**config.mk**
```make
export PLATFORM = sky130hd
export DESIGN_NAME = demm_run_ctrl_flat
export DESIGN_NICKNAME = d
export VERILOG_FILES = /design/src/rtl/demm_run_ctrl_if.sv /design/src/rtl/demm_run_ctrl.sv /design/src/flat_wrapper.sv
export SDC_FILE = /design/constraint.sdc
export NUM_CORES = 1
export LEC_CHECK = 0
export ABC_AREA = 1
export CORE_MARGIN = 4
export CORE_UTILIZATION = 45
export CTS_CLUSTER_DIAMETER = 50
export DETAILED_ROUTE_END_ITERATION = 12
export PLACE_DENSITY = 0.84
export SLEW_MARGIN = 25
export SYNTH_ARGS = -nofsm -noshare
export SYNTH_HDL_FRONTEND = slang
export SYNTH_SLANG_ARGS = --single-unit
```
**constraint.sdc**
```tcl
create_clock -name aclk -period 2.5 [get_ports aclk]
set_clock_uncertainty 0.15 [all_clocks]
set_input_delay 0.25 -clock aclk [delete_from_list [all_inputs] [get_ports aclk]]
set_output_delay 0.25 -clock aclk [all_outputs]
set_load 0.1 [all_outputs]
```
**src/rtl/demm_run_ctrl_if.sv**
```systemverilog
// Tile command channel between the DEMM run controller and the compute array.
// The controller owns valid and the tile indices; the array owns ready and the completion pulses.
interface demm_run_ctrl_if;
    logic        cmd_valid;
    logic        cmd_ready;
    logic [15:0] cmd_m_idx;
    logic [15:0] cmd_n_idx;
    logic [15:0] cmd_k_idx;
    logic        cmd_first_k;
    logic        cmd_last_k;
    logic        tile_done;

    modport master (
        output cmd_valid, cmd_m_idx, cmd_n_idx, cmd_k_idx, cmd_first_k, cmd_last_k,
        input  cmd_ready, tile_done
    );

    modport slave (
        input  cmd_valid, cmd_m_idx, cmd_n_idx, cmd_k_idx, cmd_first_k, cmd_last_k,
        output cmd_ready, tile_done
    );
endinterface

```
**src/rtl/demm_run_ctrl.sv**
```systemverilog
// DEMM run controller: walks the (m,n,k) tile loop, issues one command per tile,
// tracks outstanding tiles and counts run cycles for the host-visible status word.
module demm_run_ctrl #(
    parameter int unsigned TILE_M          = 16,
    parameter int unsigned TILE_N          = 16,
    parameter int unsigned TILE_K          = 64,
    parameter int unsigned MAX_OUTSTANDING = 8
) (
    input  logic                  aclk,
    input  logic                  areset,
    input  logic [31:0]           ctrl_reg,
    input  logic [31:0]           M_num,
    input  logic [31:0]           N_num,
    input  logic [31:0]           K_num,
    demm_run_ctrl_if.master       cmd,
    output logic                  busy,
    output logic                  done,
    output logic                  error,
    output logic [63:0]           status_wire
);

    localparam int unsigned LOG_M = $clog2(TILE_M);
    localparam int unsigned LOG_N = $clog2(TILE_N);
    localparam int unsigned LOG_K = $clog2(TILE_K);

    typedef enum logic [2:0] {
        S_IDLE,
        S_SETUP,
        S_ISSUE,
        S_DRAIN,
        S_DONE
    } state_t;

    state_t      state, state_nxt;
    logic        start_q;
    logic        start_edge;
    logic        abort;
    logic        accept_start;
    logic        unused_ctrl;

    logic [32:0] m_cnt, n_cnt, k_cnt;
    logic        cnt_ovf, cnt_zero;

    logic [15:0] m_tiles, n_tiles, k_tiles;
    logic [15:0] m_idx, n_idx, k_idx;
    logic        m_last, n_last, k_last, all_last;
    logic [7:0]  outstanding;
    logic        in_issue;
    logic        hs;

    assign start_edge   = ctrl_reg[0] & ~start_q;
    assign abort        = ctrl_reg[1];
    assign unused_ctrl  = ^ctrl_reg[31:2];
    assign accept_start = start_edge & ~abort & ((state == S_IDLE) | (state == S_DONE));

    // Ceiling division done in 33 bits so an all-ones dimension cannot wrap to zero
    assign m_cnt = ({1'b0, M_num} + 33'(TILE_M - 1)) >> LOG_M;
    assign n_cnt = ({1'b0, N_num} + 33'(TILE_N - 1)) >> LOG_N;
    assign k_cnt = ({1'b0, K_num} + 33'(TILE_K - 1)) >> LOG_K;

    assign cnt_ovf  = (|m_cnt[32:16]) | (|n_cnt[32:16]) | (|k_cnt[32:16]);
    assign cnt_zero = (m_cnt == '0) | (n_cnt == '0) | (k_cnt == '0);

    assign m_last   = (m_idx == m_tiles - 16'd1);
    assign n_last   = (n_idx == n_tiles - 16'd1);
    assign k_last   = (k_idx == k_tiles - 16'd1);
    assign all_last = m_last & n_last & k_last;

    assign in_issue = (state == S_ISSUE);
    // Abort drops valid in the same cycle so no handshake can race the flush
    assign cmd.cmd_valid   = in_issue & ~abort & (outstanding < 8'(MAX_OUTSTANDING));
    assign hs              = cmd.cmd_valid & cmd.cmd_ready;
    assign cmd.cmd_m_idx   = m_idx;
    assign cmd.cmd_n_idx   = n_idx;
    assign cmd.cmd_k_idx   = k_idx;
    assign cmd.cmd_first_k = in_issue & (k_idx == '0);
    assign cmd.cmd_last_k  = in_issue & k_last;

    assign busy = (state == S_SETUP) | (state == S_ISSUE) | (state == S_DRAIN);
    assign done = (state == S_DONE);

    always_comb begin
        state_nxt = state;
        if (abort) begin
            state_nxt = S_IDLE;
        end else begin
            case (state)
                S_IDLE, S_DONE: if (start_edge) state_nxt = S_SETUP;
                S_SETUP:        state_nxt = (cnt_ovf | cnt_zero) ? S_DONE : S_ISSUE;
                S_ISSUE:        if (hs && all_last) state_nxt = S_DRAIN;
                S_DRAIN:        if (outstanding == '0) state_nxt = S_DONE;
                default:        state_nxt = S_IDLE;
            endcase
        end
    end

    always_ff @(posedge aclk) begin
        if (areset) state <= S_IDLE;
        else        state <= state_nxt;
    end

    always_ff @(posedge aclk) begin
        if (areset) begin
            start_q     <= 1'b0;
            outstanding <= '0;
            error       <= 1'b0;
            status_wire <= '0;
            m_tiles     <= '0;
            n_tiles     <= '0;
            k_tiles     <= '0;
            m_idx       <= '0;
            n_idx       <= '0;
            k_idx       <= '0;
        end else begin
            start_q <= ctrl_reg[0];

            if (abort) begin
                outstanding <= '0;
            end else begin
                case ({hs, cmd.tile_done})
                    2'b10:   outstanding <= outstanding + 8'd1;
                    2'b01:   if (outstanding != '0) outstanding <= outstanding - 8'd1;
                    default: outstanding <= outstanding;
                endcase
            end

            if (accept_start) error <= 1'b0;
            if (state == S_SETUP && !abort && cnt_ovf) error <= 1'b1;
            if (cmd.tile_done && !hs && outstanding == '0) error <= 1'b1;

            if (accept_start) status_wire <= '0;
            else if (busy && status_wire != '1) status_wire <= status_wire + 64'd1;

            if (state == S_SETUP) begin
                m_tiles <= m_cnt[15:0];
                n_tiles <= n_cnt[15:0];
                k_tiles <= k_cnt[15:0];
                m_idx   <= '0;
                n_idx   <= '0;
                k_idx   <= '0;
            end else if (hs) begin
                // k is innermost; each wrap carries into the next outer index
                if (k_last) begin
                    k_idx <= '0;
                    if (n_last) begin
                        n_idx <= '0;
                        m_idx <= m_last ? '0 : m_idx + 16'd1;
                    end else begin
                        n_idx <= n_idx + 16'd1;
                    end
                end else begin
                    k_idx <= k_idx + 16'd1;
                end
            end
        end
    end

endmodule

```
**src/flat_wrapper.sv**
```systemverilog
// flat-port wrapper written by rule: the top's interface ports become plain ports
module demm_run_ctrl_flat 
#(
    parameter int unsigned TILE_M          = 16,
    parameter int unsigned TILE_N          = 16,
    parameter int unsigned TILE_K          = 64,
    parameter int unsigned MAX_OUTSTANDING = 8
)
  (aclk, areset, ctrl_reg, M_num, N_num, K_num, busy, done, error, status_wire, cmd_cmd_valid, cmd_cmd_m_idx, cmd_cmd_n_idx, cmd_cmd_k_idx, cmd_cmd_first_k, cmd_cmd_last_k, cmd_cmd_ready, cmd_tile_done);
  demm_run_ctrl_if cmd_i ();
  input  logic aclk;
  input  logic areset;
  input  logic [31:0] ctrl_reg;
  input  logic [31:0] M_num;
  input  logic [31:0] N_num;
  input  logic [31:0] K_num;
  output logic busy;
  output logic done;
  output logic error;
  output logic [63:0] status_wire;
  output wire logic [$bits(cmd_i.cmd_valid)-1:0] cmd_cmd_valid;
  output wire logic [$bits(cmd_i.cmd_m_idx)-1:0] cmd_cmd_m_idx;
  output wire logic [$bits(cmd_i.cmd_n_idx)-1:0] cmd_cmd_n_idx;
  output wire logic [$bits(cmd_i.cmd_k_idx)-1:0] cmd_cmd_k_idx;
  output wire logic [$bits(cmd_i.cmd_first_k)-1:0] cmd_cmd_first_k;
  output wire logic [$bits(cmd_i.cmd_last_k)-1:0] cmd_cmd_last_k;
  input wire logic [$bits(cmd_i.cmd_ready)-1:0] cmd_cmd_ready;
  input wire logic [$bits(cmd_i.tile_done)-1:0] cmd_tile_done;
  assign cmd_cmd_valid = cmd_i.cmd_valid;
  assign cmd_cmd_m_idx = cmd_i.cmd_m_idx;
  assign cmd_cmd_n_idx = cmd_i.cmd_n_idx;
  assign cmd_cmd_k_idx = cmd_i.cmd_k_idx;
  assign cmd_cmd_first_k = cmd_i.cmd_first_k;
  assign cmd_cmd_last_k = cmd_i.cmd_last_k;
  assign cmd_i.cmd_ready = cmd_cmd_ready;
  assign cmd_i.tile_done = cmd_tile_done;
  demm_run_ctrl #(.TILE_M(TILE_M), .TILE_N(TILE_N), .TILE_K(TILE_K), .MAX_OUTSTANDING(MAX_OUTSTANDING)) u_core (.aclk(aclk), .areset(areset), .ctrl_reg(ctrl_reg), .M_num(M_num), .N_num(N_num), .K_num(K_num), .cmd(cmd_i), .busy(busy), .done(done), .error(error), .status_wire(status_wire));
endmodule
```
# Word-level counts from Yosys, hierarchy flattened
# Index checks and enable logic that the tools add are counted.
dict set report classes {
  add_sub_neg 12
  magnitude_cmp 1
  bitwise_logic 20
  n_mux 13
  reduce_logical 28
  eq_ne 14
}
# operator count
set ops {}
lappend ops {{logical NOT 33 bit} 3}
lappend ops {{adder 32 x 4 -> 33 bit (second input constant)} 2}
lappend ops {{adder 64 x 1 -> 64 bit (second input constant)} 1}
lappend ops {{!= test 64 bit (second input constant)} 1}
lappend ops {{adder 16 x 1 -> 16 bit (second input constant)} 3}
lappend ops {{== test 16 bit} 3}
lappend ops {{two-way mux 16 bit} 3}
lappend ops {{subtractor 16 x 1 -> 16 bit (second input constant)} 3}
lappend ops {{adder 32 x 6 -> 33 bit (second input constant)} 1}
lappend ops {{OR reduction 13 bit} 2}
lappend ops {{logical NOT 16 bit} 1}
lappend ops {{one-hot mux 8 bit (2 select lines)} 1}
lappend ops {{two-way mux 3 bit} 4}
lappend ops {{one-hot mux 3 bit (4 select lines)} 1}
lappend ops {{OR reduction 11 bit} 1}
lappend ops {{AND 1 bit} 10}
lappend ops {{adder 8 x 1 -> 8 bit (second input constant)} 1}
lappend ops {{logical NOT 8 bit} 1}
lappend ops {{< comparator 8 x 4 -> 1 bit (second input constant)} 1}
lappend ops {{two-way mux 8 bit} 1}
lappend ops {{OR 1 bit} 8}
lappend ops {{nonzero test 8 bit} 1}
lappend ops {{OR reduction 2 bit} 4}
lappend ops {{subtractor 8 x 1 -> 8 bit (second input constant)} 1}
lappend ops {{other kinds (16)} 30}
dict set report totals {
  out_inout_bits 118
  ff_bits 173
}

# Longest topological paths before layout
# Gate-level depths: netlist of the first run.
dict set report depth {
  depth_word 8
  ltp_mapped 21
}

# Worst setup path before layout of the first run
# No wires, ideal clock.
dict set report synth_path {
  kind {reg-to-reg}
  start {register u_core.state[2]}
  end {register u_core.outstanding[7]}
  path_stages_with_launch 19
  required_ps 2280
  path_buffers 0
  setup_ps 70
  arrival_time_ps 5000
  slack_ps -2719
  path_cell_list {dfxtp_1 > inv_1 > nand3_1 > nor3_1 > nand2_1 > nand2_1 > inv_1 > ha_1 > a21oi_1 > nand2_1 > nand2_1 > nand2_1 > a21oi_1 > nor2_1 > nor2_1 > o21bai_1 > a31oi_1 > o21ai_0 > a21oi_1}
}
dict set report synth_between {
  elab_chain_len 7
  elab_cells_between_ends 10
}
# element line_no
set synth_lines {}
lappend synth_lines {{start, declared} demm_run_ctrl.sv:34} ;# state_t state, state_nxt;
lappend synth_lines {{start signal, assigned} demm_run_ctrl.sv:99} ;# else state <= state_nxt;
lappend synth_lines {{== test 3 x 2 -> 1 bit *} demm_run_ctrl.sv:69} ;# assign in_issue = (state == S_ISSUE);
lappend synth_lines {{AND 1 bit * (2 in a row)} demm_run_ctrl.sv:71} ;# assign cmd.cmd_valid = in_issue & ~abort & (outstanding < 8'(MAX_OUTSTANDING));
lappend synth_lines {{via cmd_cmd_valid} flat_wrapper.sv:21} ;# output wire logic [$bits(cmd_i.cmd_valid)-1:0] cmd_cmd_valid;
lappend synth_lines {{AND 1 bit *} demm_run_ctrl.sv:72} ;# assign hs = cmd.cmd_valid & cmd.cmd_ready;
lappend synth_lines {{== test 2 x 1 -> 1 bit / == test 2 bit (equally long branches)} demm_run_ctrl.sv:120} ;# case ({hs, cmd.tile_done})
lappend synth_lines {{!= test 2 x 1 -> 1 bit (no line) / nonzero test 2 bit (equally long branches)} n/a}
lappend synth_lines {{AND reduction 2 bit (no line)} n/a}
lappend synth_lines {{end signal, assigned} demm_run_ctrl.sv:121} ;# 2'b10: outstanding <= outstanding + 8'd1;
lappend synth_lines {{end signal, assigned} demm_run_ctrl.sv:122} ;# 2'b01: if (outstanding != '0) outstanding <= outstanding - 8'd1;
lappend synth_lines {{end signal, assigned} demm_run_ctrl.sv:123} ;# default: outstanding <= outstanding;
lappend synth_lines {{end, declared} demm_run_ctrl.sv:47} ;# logic [7:0] outstanding;
# The timed path passes the listed nets; every way through them passes the cells marked *.
# A chain may end at the register's enable or synchronous reset.

# Worst setup path after layout of the first run
dict set report layout_path {
  start {register u_core.k_tiles[1]}
  end {output port cmd_cmd_last_k}
}
dict set report layout_between {
  elab_chain_len 3
}
# element line_no
set layout_lines {}
lappend layout_lines {{start, declared} demm_run_ctrl.sv:44} ;# logic [15:0] m_tiles, n_tiles, k_tiles;
lappend layout_lines {{start signal, assigned} demm_run_ctrl.sv:137} ;# k_tiles <= k_cnt[15:0];
lappend layout_lines {{subtractor 16 x 1 -> 16 bit} demm_run_ctrl.sv:66} ;# assign k_last = (k_idx == k_tiles - 16'd1);
lappend layout_lines {{== test 16 bit} demm_run_ctrl.sv:66}
lappend layout_lines {{AND 1 bit} demm_run_ctrl.sv:77} ;# assign cmd.cmd_last_k = in_issue & k_last;
lappend layout_lines {{end, declared} flat_wrapper.sv:26} ;# output wire logic [$bits(cmd_i.cmd_last_k)-1:0] cmd_cmd_last_k;
# No other way between the ends.

==> metrics.txt, run 1 <==
outcome=complete, but fails checks; violated checks=negative setup slack; final cycle utilization of the critical path=1.20; Die Outline Area=31400 um2; deepest clock path buffer count=2; count of nets after finishing=2863; critical setup path kind=register to output pin; via count of the first global-routing pass=15346; final number of hold-violating endpoints=0; fraction of layout cells with a size suffix above 1=0.308; pins over their slew limit=0; number of H-tree branching levels=4; number of buffers added by the clock tree synthesis step=17; Seq/Total Area, Yosys=0.269; P_leak=8.80 nW; footprint of the flip-flops and latches=3630 um2; average size of a mapped cell=5.98 um2; count of flip-flops with a built-in enable after synthesis=0; Syn-to-layout area delta=52.9%; mean routed wirelength per cell=15.4 um; clk root buf=sky130_fd_sc_hd__clkbuf_16; first-pass iteration count of the detailed router=6; sum of routed wire length over all layers=47800 um; slew at the pin with the worst max-slew slack=732 ps; share of the synthesized area in the top cell type=0.269; fin worst setup slack=-491 ps; Cell Pwr Density=390 nW/um2; number of flip-flops and latches in the synthesized netlist=173; Post-Syn Instances=2151; CP max FO=3; normalized max-slew margin=0.511; startpoint of the lowest-slack register-to-register path=u_core.k_tiles[1]$_SDFFE_PP0N_; clock-pin slew reported for the worst setup and hold paths after clock tree synthesis=80 ps; crit path launch type=register; die width=177 um; slack of the worst reg-to-reg path=-410 ps; peak clock frequency supported by timing=334 MHz; library cell with the highest instance count after synthesis=sky130_fd_sc_hd__nand2_1; DR vias=16475; setup repair after global routing missed its margin=yes; Final Critical Period=2990 ps; combined area of the multi-input logic cells=9240 um2; number of I/O port buffers=219; source-to-sink clock delay at the later pin of the worst-skew pair=450 ps; Post-Syn Nets=2298; maximum number of pins on one net before global-route repair=50; distinct cell type count after synthesis=56; Antenna Violating Nets Remaining=0; hold path startpoint=N_num[12]; setup total negative slack=-12160 ps; endpoints failing setup=55; initial antenna violation count=1; floorplan core area=28000 um2; DRC marker count from the first detailed-route iteration=1630; drc violations=0; CP endpoint kind=output pin; launch point of the critical path=u_core.k_tiles[1]$_SDFFE_PP0N_; predominant post-synthesis flop cell=sky130_fd_sc_hd__dfxtp_1; Synthesis Warnings=0; post-placement worst setup slack=-474 ps; classification of the worst-slack hold path=input pin to register; number of max-cap violations=0; weighted congestion reported at the end of routability-driven placement=0.945; number of inserted filler cells in the final layout=2242; Post-synth ARST share=0; global-route wire length before repair=72500 um; VDD IR max=446 uV; Remaining Overflow, GRT=0; combined global-route utilization of all metal layers=0.279; Starting Density=0.459; netlist area before placement=12900 um2; cell type contributing the most total cell area after synthesis=sky130_fd_sc_hd__dfxtp_1; dominant cells by area after synthesis=sky130_fd_sc_hd__dfxtp_1 27%, sky130_fd_sc_hd__nand2_1 19%, sky130_fd_sc_hd__nor2_1 10%; endpoint arrival time on the critical path=2590 ps; CTS tree=built; number of vias per cell=5.30; most used standard cells in the synthesized netlist=635 x sky130_fd_sc_hd__nand2_1, 355 x sky130_fd_sc_hd__nor2_1, 263 x sky130_fd_sc_hd__inv_1; # clock sinks=173; DP HPWL=36300 um; required time of the worst setup path=2100 ps; number of top-level pins=250; number of cell rows=61; die span in y=177 um
## routing by layer
layer | wire [um] | up-vias | global-route usage
li1 | - | 8046 | -
met1 | 19200 | 7568 | 0.341
met2 | 23700 | 729 | 0.503
met3 | 3240 | 132 | 0.0342
met4 | 1640 | 0 | 0.101
met5 | 0 | - | 0
## report_power, final
| group | switching, mW | total, mW | internal, mW |
|---|---|---|---|
| logic | 1.13 | 2.10 | 0.978 |
| registers | 0.0524 | 2.85 | 2.80 |
| clock network | 1.36 | 2.71 | 1.36 |
## placed cells by master (no fill, tap or decap), types with 54 or more instances in the layout
master / n
sky130_fd_sc_hd__nand3_1: 81
sky130_fd_sc_hd__inv_1: 250
sky130_fd_sc_hd__a21oi_1: 65
sky130_fd_sc_hd__clkdlybuf4s50_1: 99
sky130_fd_sc_hd__buf_4: 439
sky130_fd_sc_hd__dfxtp_1: 70
sky130_fd_sc_hd__nor3_1: 54
sky130_fd_sc_hd__dfxtp_2: 89
sky130_fd_sc_hd__o21ai_0: 64
sky130_fd_sc_hd__xor2_1: 64
sky130_fd_sc_hd__nor2_1: 320
sky130_fd_sc_hd__nand2_1: 589
## critical path: stages (launching register included)
cell and delay [ps]:
sky130_fd_sc_hd__dfxtp_2 330, sky130_fd_sc_hd__inv_4 70, sky130_fd_sc_hd__ha_4 160, sky130_fd_sc_hd__nand3_4 100, sky130_fd_sc_hd__nor2_4 160, sky130_fd_sc_hd__buf_6 130, sky130_fd_sc_hd__nand2_4 60, sky130_fd_sc_hd__buf_4 160
sky130_fd_sc_hd__buf_4 130, sky130_fd_sc_hd__nand2_1 70, sky130_fd_sc_hd__nand2_1 80, sky130_fd_sc_hd__nor2_1 130, sky130_fd_sc_hd__nand3_1 150, sky130_fd_sc_hd__nor3_4 210, sky130_fd_sc_hd__buf_12 220
## worst paths after layout
| kind | to | cells after the start |
|---|---|---|
| max | cmd_cmd_last_k | 14 |
| min reg2reg | u_core.status_wire[62]$_SDFFE_PP0P_ | 2 |
| max reg2reg | u_core.state[1]$_SDFFE_PP0P_ | 22 |
| min | u_core.n_tiles[8]$_SDFFE_PP0N_ | 6 |
## stage by stage
step	cell area (um2)	total power [mW]	hold WS, ps	utilization	instances
finish	19700	7.67	309	0.702	3108
global route	19700	7.96	344	0.702	3108
CTS	18600	7.45	300	0.664	3079
detailed placement	17800	4.71	312	0.635	3032
global placement	17800	4.66	301	0.635	3032
floorplan	13100	3.89	172	-	2151
## registers in the layout (all words and copies together), names as in the netlist, 3 cells and up
signal,count
u_core.cmd.cmd_k_idx,16
u_core.n_tiles,16
u_core.outstanding,8
u_core.cmd.cmd_m_idx,16
u_core.status_wire,64
u_core.k_tiles,16
u_core.m_tiles,16
u_core.cmd.cmd_n_idx,16
u_core.state,3
## cell type report
cell class	instances	area share
Clock inverter	14	0.00725
Multi-Input combinational cell	1685	0.470
Sequential cell	173	0.184
Tap cell	378	0.0240
Timing Repair Buffer	569	0.240
Clock buffer	18	0.0223
Antenna cell	1	0.000127
Inverter	270	0.0526
## cells by family (layout without fill, tap and decap cells)
logic type	Yosys count	after routing	share of synthesized area
other	0	1	0
buffers and inverters	293	871	0.0857
flip-flops	173	173	0.269
AND/OR/NAND/NOR	1330	1330	0.453
adder cells (fa/ha/maj)	15	15	0.0152
XOR/XNOR	111	111	0.0766
AO/OA/AOI/OAI	229	229	0.101
## what timing repair did
action                                  4_1_cts  5_1_grt
gates resized for setup                      33      224
cloned                                        0        1
hold buffers                                  0        0
setup buffers                                15       29
endpoints found under the setup margin       52       95
pin swaps                                    13       76
Power figures use the tool's default switching activity.
==> run 2, diff against run 1 <==
--- a/config.mk
+++ b/config.mk
@@ -10,7 +10,7 @@
 export CORE_UTILIZATION = 45
 export CTS_CLUSTER_DIAMETER = 50
 export DETAILED_ROUTE_END_ITERATION = 12
-export PLACE_DENSITY = 0.84
+export PLACE_DENSITY = 0.74
 export SLEW_MARGIN = 25
 export SYNTH_ARGS = -nofsm -noshare
 export SYNTH_HDL_FRONTEND = slang
==> metrics.txt, run 2 (same netlist as run 1, synthesis figures left out) <==
number of inserted filler cells in the final layout=2346; Antenna Violating Nets Remaining=0; Die Outline Area=31400 um2; Top reg by flops=u_core.status_wire; slowest stage cell on the critical path=sky130_fd_sc_hd__dfxtp_2; combined area of the multi-input logic cells=9020 um2; violated checks=negative setup slack; combined global-route utilization of all metal layers=0.281; clk root buf=sky130_fd_sc_hd__clkbuf_16; DP HPWL=36000 um; required time of the worst setup path=2100 ps; global routing met3 resource utilization=0.0350; startpoint of the lowest-slack register-to-register path=u_core.k_tiles[0]$_SDFFE_PP0N_; via count of the first global-routing pass=15205; final cell count without fillers=3107; outcome=complete, but fails checks; die span in y=177 um; P_leak=8.66 nW; classification of the worst-slack hold path=input pin to register; # placed instances=3038; final number of hold-violating endpoints=0; Cell Pwr Density=393 nW/um2; number of vias per cell=5.16; Syn-to-layout area delta=51.0%; slack of the worst reg-to-reg path=-370 ps; CTS tree=built; floorplan core area=28000 um2; pins over their slew limit=0; DR vias=16036; die width=177 um; CP max FO=4; number of top-level pins=250; mean routed wirelength per cell=14.9 um; weighted congestion reported at the end of routability-driven placement=0.989; peak clock frequency supported by timing=338 MHz; endpoint arrival time on the critical path=2560 ps; post-placement worst setup slack=-430 ps; # clock sinks=173; depth of the worst register-to-register path=18; setup repair after global routing missed its margin=yes; most common cell after layout, fill and taps aside=sky130_fd_sc_hd__nand2_1; fin worst setup slack=-461 ps; deepest clock path buffer count=2; DRC marker count from the first detailed-route iteration=1270; slew at the pin with the worst max-slew slack=649 ps; most utilized layer in the global route result=met2; first-pass iteration count of the detailed router=8; number of cell rows=61; number of buffers added by the clock tree synthesis step=17; global-route wire length before repair=72400 um; timing endpoint of the critical path=cmd_cmd_last_k; Starting Density=0.459; source-to-sink clock delay at the later pin of the worst-skew pair=450 ps; sum of routed wire length over all layers=46200 um; final cycle utilization of the critical path=1.18; number of max-cap violations=0; number of I/O port buffers=219; critical setup path kind=register to output pin; count of nets after finishing=2860; fraction of layout cells with a size suffix above 1=0.288; highest-count cells in the layout ignoring fill and taps=604 x sky130_fd_sc_hd__nand2_1, 445 x sky130_fd_sc_hd__buf_4, 329 x sky130_fd_sc_hd__nor2_1; end of the worst register-to-register path=u_core.state[1]$_SDFFE_PP0P_; VDD IR max=444 uV; hold path startpoint=ctrl_reg[0]; launch point of the critical path=u_core.k_tiles[0]$_SDFFE_PP0N_; drc violations=0; cell type with the highest occurrence count on the critical path=sky130_fd_sc_hd__nand2_2; normalized max-slew margin=0.567; endpoints failing setup=53; met1 Usage GRT=0.364; Final Critical Period=2960 ps; CP Cell Sequence=inv_2, ha_4, nand3_4, nor2_4, nand2_2, nand2_2, nand2_2, nand2_2, buf_6, nand2_2, a221oi_2, nand3_1, nor3_4, buf_12; clock-pin slew reported for the worst setup and hold paths after clock tree synthesis=80 ps; Remaining Overflow, GRT=0; initial antenna violation count=3; footprint of the flip-flops and latches=3610 um2; final total power=7.64 mW; number of H-tree branching levels=4; biggest cell delay along the critical path=330 ps; CP endpoint kind=output pin; crit path launch type=register; flip-flop count of the largest register, all copies and words added=64; met2 Use GR=0.476; maximum number of pins on one net before global-route repair=50; Post-CTS Hold Buffers=0
## run 2: cell types whose count changed in the layout (fill, tap and decap cells not counted), moves of 10 or more
| cell | previous run | this run |
|---|---|---|
| sky130_fd_sc_hd__nand2_1 | 589 | 604 |
| sky130_fd_sc_hd__nand3_2 | 22 | 10 |
| sky130_fd_sc_hd__nand3_1 | 81 | 94 |
| sky130_fd_sc_hd__buf_6 | 20 | 10 |
## run 2: area by class of cell
type | count | share of cell area
Multi-Input combinational cell | 1685 | 0.464
Tap cell | 378 | 0.0243
Inverter | 270 | 0.0529
Clock buffer | 18 | 0.0232
Timing Repair Buffer | 566 | 0.240
Antenna cell | 3 | 0.000386
Sequential cell | 173 | 0.186
Clock inverter | 14 | 0.00844
## run 2: worst max-delay path: cells and delay by family, from the launching register on
family	cells	cell delay (ps)
adder cells (fa/ha/maj)	1	160
flip-flops	1	330
buffers and inverters	3	390
AND/OR/NAND/NOR	9	1050
AO/OA/AOI/OAI	1	180
## run 2: metal layers
layer  vias to the layer above  part of all wire
li1                       8037                 -
met1                      7328              0.43
met2                       577              0.48
met3                        94             0.061
met4                         0             0.033
met5                         -                 0
## run 2: report_power, final
group          internal [mW]  total, mW  switching [mW]  leakage, nW
clock                   1.41       2.76            1.35        0.301
combinational          0.934       2.02            1.09         6.90
sequential              2.80       2.85          0.0546         1.45
total                   5.15       7.64            2.49         8.66
## run 2: through the flow
step / setup TNS, ps / util / hold WS [ps] / cell area [um2]
floorplan: -4790 / - / 172 / 13100
global placement: -7700 / 0.637 / 303 / 17800
detailed placement: -9550 / 0.637 / 302 / 17800
CTS: -3230 / 0.669 / 259 / 18800
global route: -17910 / 0.694 / 279 / 19400
finish: -10730 / 0.694 / 266 / 19400
## run 2: worst min-delay path by stage
stage,slack (ps),endpoint,cells past startpoint
2_1_floorplan,170,u_core.error$_SDFFE_PP0P_,1
3_3_place_gp,300,u_core.status_wire[62]$_SDFFE_PP0P_,2
3_5_place_dp,300,u_core.status_wire[62]$_SDFFE_PP0P_,2
4_1_cts,260,u_core.start_q$_SDFF_PP0_,3
5_1_grt,280,u_core.start_q$_SDFF_PP0_,3
6_report,270,u_core.start_q$_SDFF_PP0_,3
## run 2: timing repair
action | CTS | global route
cloned | 0 | 1
endpoints found under the setup margin | 55 | 83
buffers inserted | 14 | 20
gates resized for setup | 44 | 123
pin swaps | 15 | 55
==> RTL edit: new RTL, flow settings as in run 2 <==
Register the output `status_wire` once more, with the module's reset; this adds one clock of latency there. The other outputs are not delayed to match.
--- a/src/rtl/demm_run_ctrl.sv
+++ b/src/rtl/demm_run_ctrl.sv
@@ -32,2 +32,4 @@
     } state_t;
+
+    logic [63:0] status_wire_s0;
 
@@ -106,3 +108,3 @@
             error       <= 1'b0;
-            status_wire <= '0;
+            status_wire_s0 <= '0;
             m_tiles     <= '0;
@@ -130,4 +132,4 @@
 
-            if (accept_start) status_wire <= '0;
-            else if (busy && status_wire != '1) status_wire <= status_wire + 64'd1;
+            if (accept_start) status_wire_s0 <= '0;
+            else if (busy && status_wire_s0 != '1) status_wire_s0 <= status_wire_s0 + 64'd1;
 
@@ -157,2 +159,10 @@
 
+    always_ff @(posedge aclk) begin
+        if (areset) begin
+            status_wire <= '0;
+        end else begin
+            status_wire <= status_wire_s0;
+        end
+    end
+
 endmodule
Behaviour: not the same (Yosys sat finds a counterexample within 4 cycles, from zero or initial values and one cycle with areset high).
==> RTL edit against run 2 <==
  * The flow still finishes with violations (negative setup slack)
  * Non-clock buffer count rose by 11
  * Wire length grew 20%
  * Fmax is 3.1% higher
  * Cell area up 16%
  * Clock power increased by 83%
  * Via count rose by 15%
  * Area after synthesis up 20%
  * Power rose by 44%
  * Setup slack better by 0.090 ns
  * Sequential cell count increased by 64
  * Core utilization is 2.3 points lower
  * Die area increased by 19%
  * Critical path type unchanged
  * Critical endpoint unchanged
  * Largest cell class unchanged
==> RTL edit: results (changes against run 2) <==
status finished with violations; violated checks negative setup slack; Clk pin slew, worst setup/hold paths 0.06 ns (-0.02 ns); Cells after DPL 3482 (+15%); initial drt markers 1095 (-14%); DR WL/cell 15.5 um (+4.3%); Synth top cells by count nand2_1, nor2_1, inv_1; Buf/Inv on CP 4 (+1); final worst slack -0.371 ns (+0.0904 ns); Clk Latency, worst-skew pair 0.55 ns (+0.10 ns); critical path data arrival time 2.47 ns (-0.09 ns); initial antenna violation count 5 (+2); Tot GR Track Use 0.287 (+0.00652); Syn Inst Count 2523 (+17%); nets@finish 3245 (+13%); Place WS -0.471 ns (-0.0414 ns); layout cell share with drive strength beyond 1 0.252 (-0.0361); Synth area leaders dfxtp_1, nand2_1, nor2_1, inv_1, nand3_1; htree depth 2 (-2); Placed Area 20500 sq um (+15%); met2 Resource Use GR 0.511 (+0.0347); TritonRoute pass-1 iters 6 (-2); worst vdd ir 0.529 mV (+19%); dpl hpwl 42700 um (+19%); Layout Cells excl Fill 3575 (+15%); routed vias/inst 5.14 (-0.32%); met1 GRT Util 0.350 (-0.0141); Clock Path Buffers 3 (+1); vias in the first global route 17700 (+17%); grt met3 use 0.0472 (+0.0121); first-pass GRT wire length 87500 um (+21%); Synthesized Nets 2670 (+16%); final setup vio count 30 (-43%)
## RTL edit: what timing repair did
action,CTS,global route
pin swaps,29,44
buffers inserted,27,8
hold buffers,1,0
endpoints found under the hold margin,3,0
setup endpoints to repair,36,111
gates cloned,3,0
gates resized for setup,54,118
## RTL edit: per-layer routing
layer	wire, um	vias up	part of all wire
met3	3480	136	0.063
li1	-	9202	-
met1	22700	8436	0.41
met5	52	-	0.00094
met2	27300	611	0.49
met4	1960	8	0.035
## RTL edit: kinds of logic (layout without fill, tap and decap cells)
| logic type | after synthesis | in the layout | share of synthesized area |
|---|---|---|---|
| and+or+nand+nor | 1564 | 1564 | 0.450 |
| buffers and inverters | 388 | 990 | 0.0967 |
| DFF | 237 | 237 | 0.308 |
| AOI/OAI and AO/OA | 223 | 223 | 0.0782 |
| xor gates and xnor gates | 96 | 96 | 0.0550 |
| adders and majority gates | 15 | 15 | 0.0127 |
| other | 0 | 2 | 0 |
## RTL edit: worst paths after layout
kind                                                end                      start  slack, ns
worst min-delay path                     u_core.start_q                ctrl_reg[0]        0.1
worst min register to register   u_core.status_wire[59]  u_core.status_wire_s0[59]       0.32
worst max-delay path                     cmd_cmd_last_k          u_core.k_tiles[1]      -0.37
worst max register to register  u_core.cmd.cmd_m_idx[7]          u_core.k_tiles[1]      -0.17
## RTL edit: power by group
part / switching (uW) / internal [uW]
combinational: 1140 / 929
clock: 2040 / 3010
sequential: 67.6 / 3840
## RTL edit: cell type report
class | count | area, sq um
antenna | 2 | 5.00
clock buffer | 42 | 943
clock inverter | 23 | 258
fill | 2978 | 11100
inverter | 347 | 1330
multi-input combinational | 1898 | 9840
sequential | 237 | 4800
tap | 448 | 561
timing repair buffer | 577 | 4850
timing repair inverter | 1 | 11.3
